<file path="src/rtl/uart_fifo_xcvr_if.sv">
// Pin and user-side signal bundle of uart_fifo_xcvr; slave is the transceiver side,
// master is the user/board side.
interface uart_fifo_xcvr_if #(
  parameter int DATA_W = 8
);
  logic [2:0]        baud_select;
  logic [1:0]        parity_mode;
  logic              Tx_EN;
  logic              Tx_WR;
  logic [DATA_W-1:0] Tx_DATA;
  logic              Tx_BUSY;
  logic              TxD;
  logic              Rx_EN;
  logic              RxD;
  logic              Rx_RD;
  logic [DATA_W-1:0] Rx_DATA;
  logic              Rx_VALID;
  logic              Rx_FERROR;
  logic              Rx_PERROR;
  logic              Rx_OVERRUN;

  modport slave (
    input  baud_select, parity_mode, Tx_EN, Tx_WR, Tx_DATA, Rx_EN, RxD, Rx_RD,
    output Tx_BUSY, TxD, Rx_DATA, Rx_VALID, Rx_FERROR, Rx_PERROR, Rx_OVERRUN
  );

  modport master (
    output baud_select, parity_mode, Tx_EN, Tx_WR, Tx_DATA, Rx_EN, RxD, Rx_RD,
    input  Tx_BUSY, TxD, Rx_DATA, Rx_VALID, Rx_FERROR, Rx_PERROR, Rx_OVERRUN
  );
endinterface

</file>
<file path="src/rtl/uart_fifo_xcvr.sv">
// Full-duplex UART with runtime baud/parity, 16x oversampled receiver and FWFT receive FIFO.
// Define UART_LOOPBACK_EN to feed TxD straight into the receiver instead of the RxD pin.
module uart_fifo_xcvr #(
  parameter int CLK_HZ     = 50_000_000,
  parameter int DATA_W     = 8,
  parameter int FIFO_DEPTH = 4
) (
  input logic           clk,
  input logic           reset,
  uart_fifo_xcvr_if.slave u
);

  // Rounded clocks-per-tick for each baud_select code.
  function automatic int div_of(input int sel);
    int rate;
    case (sel)
      0:       rate = 300;
      1:       rate = 1200;
      2:       rate = 4800;
      3:       rate = 9600;
      4:       rate = 19200;
      5:       rate = 38400;
      6:       rate = 57600;
      default: rate = 115200;
    endcase
    return (CLK_HZ + 8 * rate) / (16 * rate);
  endfunction

  localparam int CW = $clog2(16 * div_of(0) + 1);
  localparam int IW = $clog2(DATA_W);
  localparam int AW = $clog2(FIFO_DEPTH);
  localparam int EW = DATA_W + 2;
  localparam int LEN_TAB [8] = '{16 * div_of(0), 16 * div_of(1), 16 * div_of(2), 16 * div_of(3),
                                 16 * div_of(4), 16 * div_of(5), 16 * div_of(6), 16 * div_of(7)};

  function automatic logic [CW-1:0] bit_len(input logic [2:0] sel);
    return CW'(LEN_TAB[sel]);
  endfunction

  typedef enum logic [2:0] {T_IDLE, T_START, T_DATA, T_PAR, T_STOP} tx_state_t;
  typedef enum logic [2:0] {R_IDLE, R_START, R_DATA, R_PAR, R_STOP} rx_state_t;

  tx_state_t         tx_state;
  logic [CW-1:0]     tx_cnt, tx_len;
  logic [DATA_W-1:0] tx_shift;
  logic [IW-1:0]     tx_idx;
  logic              tx_par_en, tx_par_bit, tx_end;

  assign tx_end = (tx_cnt == tx_len - 1'b1);

  always_ff @(posedge clk or negedge reset) begin
    if (!reset) begin
      tx_state   <= T_IDLE;
      tx_cnt     <= '0;
      tx_len     <= '0;
      tx_shift   <= '0;
      tx_idx     <= '0;
      tx_par_en  <= 1'b0;
      tx_par_bit <= 1'b0;
      u.TxD      <= 1'b1;
      u.Tx_BUSY  <= 1'b0;
    end else if (tx_state == T_IDLE) begin
      if (u.Tx_WR && u.Tx_EN) begin
        tx_state   <= T_START;
        tx_cnt     <= '0;
        tx_len     <= bit_len(u.baud_select);
        tx_shift   <= u.Tx_DATA;
        tx_idx     <= '0;
        tx_par_en  <= ^u.parity_mode;
        tx_par_bit <= (^u.Tx_DATA) ^ u.parity_mode[1];
        u.TxD      <= 1'b0;
        u.Tx_BUSY  <= 1'b1;
      end
    end else if (!tx_end) begin
      tx_cnt <= tx_cnt + 1'b1;
    end else begin
      tx_cnt <= '0;
      case (tx_state)
        T_START: begin
          tx_state <= T_DATA;
          u.TxD    <= tx_shift[0];
        end
        T_DATA: begin
          if (tx_idx == IW'(DATA_W - 1)) begin
            tx_state <= tx_par_en ? T_PAR : T_STOP;
            u.TxD    <= tx_par_en ? tx_par_bit : 1'b1;
          end else begin
            tx_idx   <= tx_idx + 1'b1;
            tx_shift <= tx_shift >> 1;
            u.TxD    <= tx_shift[1];
          end
        end
        T_PAR: begin
          tx_state <= T_STOP;
          u.TxD    <= 1'b1;
        end
        default: begin
          tx_state  <= T_IDLE;
          u.Tx_BUSY <= 1'b0;
        end
      endcase
    end
  end

  logic rx_pin, rx_s1, rx_s2, rx_prev;
`ifdef UART_LOOPBACK_EN
  assign rx_pin = u.TxD;
`else
  assign rx_pin = u.RxD;
`endif

  always_ff @(posedge clk or negedge reset) begin
    if (!reset) begin
      rx_s1   <= 1'b1;
      rx_s2   <= 1'b1;
      rx_prev <= 1'b1;
    end else begin
      rx_s1   <= rx_pin;
      rx_s2   <= rx_s1;
      rx_prev <= rx_s2;
    end
  end

  rx_state_t         rx_state;
  logic [CW-1:0]     rx_cnt, rx_len;
  logic [DATA_W-1:0] rx_shift;
  logic [IW-1:0]     rx_idx;
  logic              rx_par_en, rx_par_odd, rx_perr, rx_end, rx_stop_hit;
  logic [EW-1:0]     rx_entry;

  assign rx_end      = (rx_cnt == rx_len - 1'b1);
  assign rx_stop_hit = u.Rx_EN && (rx_state == R_STOP) && rx_end;
  assign rx_entry    = {rx_perr, ~rx_s2, rx_shift};

  // Only a high-to-low transition arms the receiver, so a stuck-low line after a
  // framing error cannot retrigger until it has gone high again.
  always_ff @(posedge clk or negedge reset) begin
    if (!reset) begin
      rx_state   <= R_IDLE;
      rx_cnt     <= '0;
      rx_len     <= '0;
      rx_shift   <= '0;
      rx_idx     <= '0;
      rx_par_en  <= 1'b0;
      rx_par_odd <= 1'b0;
      rx_perr    <= 1'b0;
    end else if (!u.Rx_EN) begin
      rx_state <= R_IDLE;
    end else begin
      case (rx_state)
        R_IDLE: begin
          if (rx_prev && !rx_s2) begin
            rx_state   <= R_START;
            rx_cnt     <= '0;
            rx_len     <= bit_len(u.baud_select);
            rx_idx     <= '0;
            rx_par_en  <= ^u.parity_mode;
            rx_par_odd <= u.parity_mode[1];
            rx_perr    <= 1'b0;
          end
        end
        R_START: begin
          if (rx_cnt == (rx_len >> 1) - 1'b1) begin
            rx_cnt   <= '0;
            rx_state <= rx_s2 ? R_IDLE : R_DATA;
          end else begin
            rx_cnt <= rx_cnt + 1'b1;
          end
        end
        default: begin
          if (!rx_end) begin
            rx_cnt <= rx_cnt + 1'b1;
          end else begin
            rx_cnt <= '0;
            case (rx_state)
              R_DATA: begin
                rx_shift <= {rx_s2, rx_shift[DATA_W-1:1]};
                if (rx_idx == IW'(DATA_W - 1)) rx_state <= rx_par_en ? R_PAR : R_STOP;
                else                           rx_idx   <= rx_idx + 1'b1;
              end
              R_PAR: begin
                rx_perr  <= rx_s2 ^ (^rx_shift) ^ rx_par_odd;
                rx_state <= R_STOP;
              end
              default: rx_state <= R_IDLE;
            endcase
          end
        end
      endcase
    end
  end

  logic [EW-1:0] mem [FIFO_DEPTH];
  logic [AW:0]   wr_ptr, rd_ptr;
  logic [EW-1:0] head;
  logic          rx_valid, full, push, pop;

  assign rx_valid = (wr_ptr != rd_ptr);
  assign full     = (wr_ptr[AW] != rd_ptr[AW]) && (wr_ptr[AW-1:0] == rd_ptr[AW-1:0]);
  assign pop      = u.Rx_RD && rx_valid;
  assign push     = rx_stop_hit && (!full || pop);
  assign head     = mem[rd_ptr[AW-1:0]];

  always_ff @(posedge clk) begin
    if (push) mem[wr_ptr[AW-1:0]] <= rx_entry;
  end

  always_ff @(posedge clk or negedge reset) begin
    if (!reset) begin
      wr_ptr       <= '0;
      rd_ptr       <= '0;
      u.Rx_OVERRUN <= 1'b0;
    end else begin
      if (push) wr_ptr <= wr_ptr + 1'b1;
      if (pop)  rd_ptr <= rd_ptr + 1'b1;
      if (pop)                       u.Rx_OVERRUN <= 1'b0;
      else if (rx_stop_hit && full)  u.Rx_OVERRUN <= 1'b1;
    end
  end

  assign u.Rx_VALID  = rx_valid;
  assign u.Rx_DATA   = rx_valid ? head[DATA_W-1:0] : '0;
  assign u.Rx_FERROR = rx_valid & head[DATA_W];
  assign u.Rx_PERROR = rx_valid & head[DATA_W+1];

endmodule

</file>
<file path="src/flat_wrapper.sv">
// flat-port wrapper written by rule: the top's interface ports become plain ports
module uart_fifo_xcvr_flat 
#(
  parameter int CLK_HZ     = 50_000_000,
  parameter int DATA_W     = 8,
  parameter int FIFO_DEPTH = 4
)
  (clk, reset, u_baud_select, u_parity_mode, u_Tx_EN, u_Tx_WR, u_Tx_DATA, u_Rx_EN, u_RxD, u_Rx_RD, u_Tx_BUSY, u_TxD, u_Rx_DATA, u_Rx_VALID, u_Rx_FERROR, u_Rx_PERROR, u_Rx_OVERRUN);
  uart_fifo_xcvr_if #(.DATA_W(DATA_W)) u_i ();
  input logic clk;
  input logic reset;
  input wire logic [$bits(u_i.baud_select)-1:0] u_baud_select;
  input wire logic [$bits(u_i.parity_mode)-1:0] u_parity_mode;
  input wire logic [$bits(u_i.Tx_EN)-1:0] u_Tx_EN;
  input wire logic [$bits(u_i.Tx_WR)-1:0] u_Tx_WR;
  input wire logic [$bits(u_i.Tx_DATA)-1:0] u_Tx_DATA;
  input wire logic [$bits(u_i.Rx_EN)-1:0] u_Rx_EN;
  input wire logic [$bits(u_i.RxD)-1:0] u_RxD;
  input wire logic [$bits(u_i.Rx_RD)-1:0] u_Rx_RD;
  output wire logic [$bits(u_i.Tx_BUSY)-1:0] u_Tx_BUSY;
  output wire logic [$bits(u_i.TxD)-1:0] u_TxD;
  output wire logic [$bits(u_i.Rx_DATA)-1:0] u_Rx_DATA;
  output wire logic [$bits(u_i.Rx_VALID)-1:0] u_Rx_VALID;
  output wire logic [$bits(u_i.Rx_FERROR)-1:0] u_Rx_FERROR;
  output wire logic [$bits(u_i.Rx_PERROR)-1:0] u_Rx_PERROR;
  output wire logic [$bits(u_i.Rx_OVERRUN)-1:0] u_Rx_OVERRUN;
  assign u_i.baud_select = u_baud_select;
  assign u_i.parity_mode = u_parity_mode;
  assign u_i.Tx_EN = u_Tx_EN;
  assign u_i.Tx_WR = u_Tx_WR;
  assign u_i.Tx_DATA = u_Tx_DATA;
  assign u_i.Rx_EN = u_Rx_EN;
  assign u_i.RxD = u_RxD;
  assign u_i.Rx_RD = u_Rx_RD;
  assign u_Tx_BUSY = u_i.Tx_BUSY;
  assign u_TxD = u_i.TxD;
  assign u_Rx_DATA = u_i.Rx_DATA;
  assign u_Rx_VALID = u_i.Rx_VALID;
  assign u_Rx_FERROR = u_i.Rx_FERROR;
  assign u_Rx_PERROR = u_i.Rx_PERROR;
  assign u_Rx_OVERRUN = u_i.Rx_OVERRUN;
  uart_fifo_xcvr #(.CLK_HZ(CLK_HZ), .DATA_W(DATA_W), .FIFO_DEPTH(FIFO_DEPTH)) u_core (.clk(clk), .reset(reset), .u(u_i));
endmodule
</file>
<file path="config.mk">
export PLATFORM = sky130hd
export DESIGN_NAME = uart_fifo_xcvr_flat
export DESIGN_NICKNAME = d
export VERILOG_FILES = /design/src/rtl/uart_fifo_xcvr_if.sv /design/src/rtl/uart_fifo_xcvr.sv /design/src/flat_wrapper.sv
export SDC_FILE = /design/constraint.sdc
export NUM_CORES = 1
export LEC_CHECK = 0
export BUFFER_PORTS_ARGS = -buffer_cell sky130_fd_sc_hd__buf_2
export CAP_MARGIN = 40
export CELL_PAD_IN_SITES_DETAIL_PLACEMENT = 1
export CELL_PAD_IN_SITES_GLOBAL_PLACEMENT = 1
export CORE_MARGIN = 2
export CORE_UTILIZATION = 44
export CTS_CLUSTER_SIZE = 12
export DETAILED_ROUTE_END_ITERATION = 10
export PLACE_DENSITY_LB_ADDON = 0.1
export SLEW_MARGIN = 15
export SYNTH_ARGS = -nofsm -noshare
export SYNTH_HDL_FRONTEND = slang
export SYNTH_SLANG_ARGS = --single-unit
</file>
<file path="constraint.sdc">
create_clock -name clk -period 3.4 [get_ports clk]
set_input_delay 0.17 -clock clk [delete_from_list [all_inputs] [get_ports clk]]
set_output_delay 0.17 -clock clk [all_outputs]
set_load 0.005 [all_outputs]
</file>
**Word-level counts from Yosys, hierarchy flattened**

Memory sizes are Yosys's and may differ from the RTL's.
Cells that the tools add are included.

- Bits of input ports: 20
- ROM bits: 256
- Memories kept: 2
- Flip-flop bits (word level): 117
- RAM bits: 40
- Output and inout port bits: 14

Memories:

| name | depth | bits a word | rd ports | clocked after memory_dff | wr ports | line | text |
|---|---|---|---|---|---|---|---|
| (name not given) | 8 | 32 | 1 | 0 | 0 | uart_fifo_xcvr.sv:37 | `return CW'(LEN_TAB[sel]);` |
| u_core.mem | 4 | 10 | 1 | 0 | 1 | uart_fifo_xcvr.sv:193 | `logic [EW-1:0] mem [FIFO_DEPTH];` |

- Equality and inequality tests: 25
- Add/subtract/negate cells: 9
- Reduce and logical (&&, ||, !) cells: 36
- Multiplexer cells: 58
- $lt $le $gt $ge: 1
- Bitwise operators: 9

Operators by type and width:

| operator | number |
|---|---|
| two-way mux 18 bit | 8 |
| two-way mux 3 bit | 20 |
| == test 18 bit | 3 |
| two-way mux 8 bit | 6 |
| adder 18 x 1 -> 18 bit (second input constant) | 2 |
| case mux 18 bit (2 select lines) | 1 |
| subtractor 18 x 1 -> 18 bit (second input constant) | 2 |
| case mux 3 bit (2 select lines) | 3 |
| subtractor 17 x 1 -> 18 bit (second input constant) | 1 |
| two-way mux 1 bit | 16 |
| XOR reduction 8 bit | 2 |
| adder 3 x 1 -> 3 bit (second input constant) | 4 |
| == test 3 x 2 -> 1 bit (second input constant) | 4 |
| AND reduction 3 bit | 4 |
| AND reduction 4 bit | 3 |
| nonzero test 2 bit | 6 |
| == test 3 bit (second input constant) | 3 |
| case mux 3 bit (3 select lines) | 1 |
| logical AND 1 bit | 8 |
| == test 3 x 1 -> 1 bit (second input constant) | 2 |
| zero test 3 bit | 2 |
| != test 2 x 1 -> 1 bit (second input constant) | 3 |
| != test 3 x 2 -> 1 bit (second input constant) | 2 |
| AND reduction 6 bit | 1 |
| 23 further kinds | 31 |

**Logic depth before layout (Yosys ltp)**

- Depth in word-level cells: 7
- Depth in mapped cells: 13
- Mapped depth without buffers: 10

**Worst setup path after synthesis**

Ideal clock, no wire load.

- Path type: register to register
- Start: register u_core.rx_len[4]
- End: memory u_core.mem[3][0] (netlist bit), enable pin
- Period minus slack after synthesis: 3.685 ns
- Library setup time: 0.379 ns
- Slack: -0.285 ns
- Data arrival time: 3.306 ns
- Path buffers: 3
- Stages on the path, launching flop included: 13
- Cell sequence: dfrtp_1 -> clkbuf_1 -> inv_1 -> ha_1 -> or3b_2 -> clkbuf_1 -> o21ai_0 -> a211oi_1 -> a211o_1 -> nand2b_1 -> or4_1 -> clkbuf_1 -> nor2_1

- Longest elaborated chain between the ends: 6

RTL lines:

| what | line | text |
|---|---|---|
| from (decl) | uart_fifo_xcvr.sv:125 | `logic [CW-1:0] rx_cnt, rx_len;` |
| subtractor 18 x 1 -> 18 bit | uart_fifo_xcvr.sv:131 | `assign rx_end = (rx_cnt == rx_len - 1'b1);` |
| == test 18 bit | uart_fifo_xcvr.sv:131 |  |
| logical AND 1 bit | uart_fifo_xcvr.sv:132 | `assign rx_stop_hit = u.Rx_EN && (rx_state == R_STOP) && rx_end;` |
| logical AND 1 bit | uart_fifo_xcvr.sv:201 | `assign push = rx_stop_hit && (!full \|\| pop);` |
| two-way mux 1 bit | uart_fifo_xcvr.sv:205 | `if (push) mem[wr_ptr[AW-1:0]] <= rx_entry;` |
| two-way mux 1 bit (not written as such) | uart_fifo_xcvr.sv:205 |  |
| to (decl) | uart_fifo_xcvr.sv:193 |  |

Every way passes these cells.

**Final worst setup path**

- Start: register u_core.rx_len[5]
- End: memory u_core.mem[2][2] (netlist bit), enable pin

The elaborated chain is that of the path after synthesis.

==> out/metrics.csv <==
stage,metric,value,unit
synth,yosys.area_share.simple,0.192,
drt,vias,6341,
timing,clock-skew-final,10.2,ps
run_status,status,"complete, no violations",
placement,place_hpwl,15.5,mm
power,p_seq_frac,0.412,
synth,synth_area,0.00819,mm²
hold_path,hp-class,in -> reg,
finish,finalNetCount,911,
synth,ys_warn_count,0,
synth,synth_top_area_cell,dfrtp_1,
setup_path,slowest_delay,550,ps
setup_path,endpoint_kind,register,
timing,maxSlewViolCount,0,
finish,drive_above_1_share,0.184,
drt,ant_nets,0,
placement,gp_congestion,0.845,
synth,synthMuxAreaShare,0.0729,
synth,synth_top_area_share,0.309,
flow_run,max-cap-violations,0,
power,leakagePower,4.09,nW
timing,rsz0062_at_grt,false,
timing,timing.final.crit_share,0.958,
timing,fmax,307,MHz
timing,period_needed,3260,ps
placement,port_buffers,33,
floorplanning,start_util,0.453,
setup_path,crit_family,simple AND/OR/NAND/NOR gates,
floorplanning,dieArea,0.0197,mm²
setup_path,path_buf_inv,3,
floorplanning,fp.dieW,140,µm
drt,totalWireLength,21.3,mm
clocking,cts.sinks,145,
global_route,antenna_found_initial,0,
synth,synth_compound_area_frac,0.115,
global_route,grt_usage,0.231,
timing,setup_viol,0,
clocking,clockBufferDepth,2,
synth,syn_nets,867,
synth,yosysMostFrequentCell,dfrtp_1,
global_route,first_global_vias,6744,
floorplanning,core-area,0.0181,mm²
global_route,gr-total-overflow,0,
clocking,path_clk_slew,70,ps
finish,fin_cells,1113,
floorplanning,fp-row-count,49,
synth,synth_ff_type,dfrtp_1,
synth,async_flop_share,0.724,
synth,ys_top_cells_by_area,"dfrtp_1 31%, edfxtp_1 15%, xnor2_1 5.3%, o21ai_0 4.5%, nand2_1 4.2%",
floorplanning,io_pins,34,
clocking,h-tree-depth,4,
drt,drt_first_pass_iters,4,
setup_path,crit_chain,inv_1 -> ha_1 -> or3b_4 -> o21ai_1 -> a211oi_1 -> a211o_1 -> nand2b_1 -> or4_1 -> buf_4 -> nor2_4 -> buf_4,
global_route,grt_pass1_wl,36.0,mm
setup_path,cp_max_fo,6,
power,clkPwrFrac,0.411,
synth,synth_seq_cells,145,
synth,netlist_top_cells_count,"101 x dfrtp_1, 92 x nand2_1, 73 x o21ai_0",
clocking,cts_buffers,17,
drt,wire_per_inst,19.1,µm
drt,vias_per_cell,5.70,
clocking,cts_tree,built,
finish,syn_to_final_growth,15.5,%
timing,hold_viol,0,
floorplanning,die_h,140,µm
timing,worstMarginPinSlew,681,ps
power,power.internal,3.25,mW
power,cellPowerDensity,492,mW/mm²
setup_path,cp_slowest_cell,or4_1,
setup_path,startpoint_type,register,
timing,relSlewSlack,0.545,
placement,placed_cells,1073,
power,irDropWorstVdd,344,µV
synth,ys_seq_area_frac,0.468,
synth,avgSynthCellArea,9.91,µm²
power,swShare,0.301,
synth,synthDistinctLibCells,69,
clocking,cts_root_buf,clkbuf_16,
drt,dr.first_iter.drc_count,341,
finish,final_design_area_no_fill,0.00946,mm²
setup_path,crit_required,3530,ps
setup_path,cp.arrival,3390,ps
clocking,insertion_delay,420,ps
synth,synth_edf_count,40,
synth,yosys.area_share.adder,0.0305,
setup_path,crit_top_cell,buf_4,
synth,synthCells,827,
finish,antenna_cells,0,
power,p_comb_frac,0.178,
power,power_switching,1.40,mW
setup_path,crit_type,reg -> reg,
synth,synth_top_family_by_area,simple AND/OR/NAND/NOR gates,
drt,drc,0,
global_route,grt_max_degree,63,
finish,fillers,2000,
synth,synthXorXnorAreaFrac,0.0851,
placement,place_area,0.00874,mm²
[cells by family after synthesis]
| kind of cell | Yosys count |
|---|---|
| muxes | 44 |
| xor gates and xnor gates | 78 |
| buffers and inverters | 75 |
| AOI/OAI and AO/OA | 155 |
| DFF | 145 |
| adders and majority gates | 20 |
| and+or+nand+nor | 310 |
[layout make-up]
class,count,area [µm²],area share
inverters,28,105,0.0111
clock inverters,15,168,0.0177
multi-input cells,607,4130,0.436
flip-flops and latches,145,3830,0.405
clock buffers,17,425,0.0450
well taps,229,287,0.0303
repair buffers,72,515,0.0545
[cells in the final DEF (no fill, tap or decap), types with 6 or more instances in the layout]
cell type,instances
buf_4,34
inv_1,27
clkbuf_16,17
inv_6,6
dfrtp_1,101
o31ai_1,8
o21ai_0,71
xnor2_1,50
ha_1,20
edfxtp_1,40
a21oi_1,23
a31oi_1,8
buf_2,32
mux2i_1,9
or3_1,9
xor2_1,27
and3_1,14
nand4_1,9
nor3_1,30
nor4_1,8
nand3_1,24
mux4_2,10
nor2_1,54
nor2b_1,18
nand2_1,92
nand2b_1,9
mux2_2,25
[power groups by stage]
stage	clock, mW	sequential (mW)	combinational, mW
2_1_floorplan	0	1.93	0.548
3_3_place_gp	0	1.94	0.792
3_5_place_dp	0	1.95	0.813
4_1_cts	1.96	1.91	0.820
5_1_grt	2.03	1.92	0.917
6_report	1.91	1.91	0.826
[metrics by stage]
step / utilization / total power, mW / setup TNS (ps) / setup slack, ps / hold WS (ps)
finish: 0.523 / 4.65 / 0 / 142 / 24.3
global route: 0.523 / 4.87 / 0 / 2.36 / 22.9
CTS: 0.520 / 4.69 / 0 / 47.9 / 5.66
detailed placement: 0.483 / 2.76 / -1620 / -72.6 / 279
global placement: 0.483 / 2.73 / 0 / 59.9 / 280
floorplan: - / 2.48 / 0 / 3.45 / -126
[worst paths after layout]
check,startpoint,to,slack [ps],cells after the start
max in group asynchronous,reset,u_core.u.TxD$_DFFE_PN1P_,2270,4
worst min-delay path,u_Tx_DATA[7],u_core.tx_shift[7]$_DFFE_PN0P_,20,2
worst max-delay path,u_core.rx_len[5]$_DFFE_PN0P_,u_core.mem[2][2]$_DFFE_PP_,140,11
worst max register to register,u_core.rx_len[5]$_DFFE_PN0P_,u_core.mem[2][2]$_DFFE_PP_,140,11
worst min register to register,u_core.rx_s1$_DFF_PN1_,u_core.rx_s2$_DFF_PN1_,360,0
min in group asynchronous,reset,u_core.rx_cnt[13]$_DFFE_PN0P_,200,2
[layer usage]
| layer | track usage | up-vias | share of wire |
|---|---|---|---|
| met5 | 0 | - | 0 |
| li1 | - | 3025 | - |
| met1 | 0.303 | 3217 | 0.46 |
| met3 | 0.0410 | 23 | 0.021 |
| met2 | 0.391 | 76 | 0.50 |
| met4 | 0.0707 | 0 | 0.016 |
[registers in the layout, indices dropped and copies added (netlist names), 8 cells and up]
| register | flops |
|---|---|
| u_core.mem | 40 |
| u_core.rx_cnt | 18 |
| u_core.tx_cnt | 18 |
| u_core.rx_len | 12 |
| u_core.tx_len | 12 |
| u_core.rx_shift | 8 |
| u_core.tx_shift | 8 |
[timing repair]
item / CTS / global route
pin swaps: 3 / 1
gates resized for setup: 1 / 9
hold buffers: 2 / 0
hold endpoints to repair: 58 / 0
setup endpoints to repair: 40 / 66
setup buffers: 5 / 0
(Power assumes the default switching activity.)
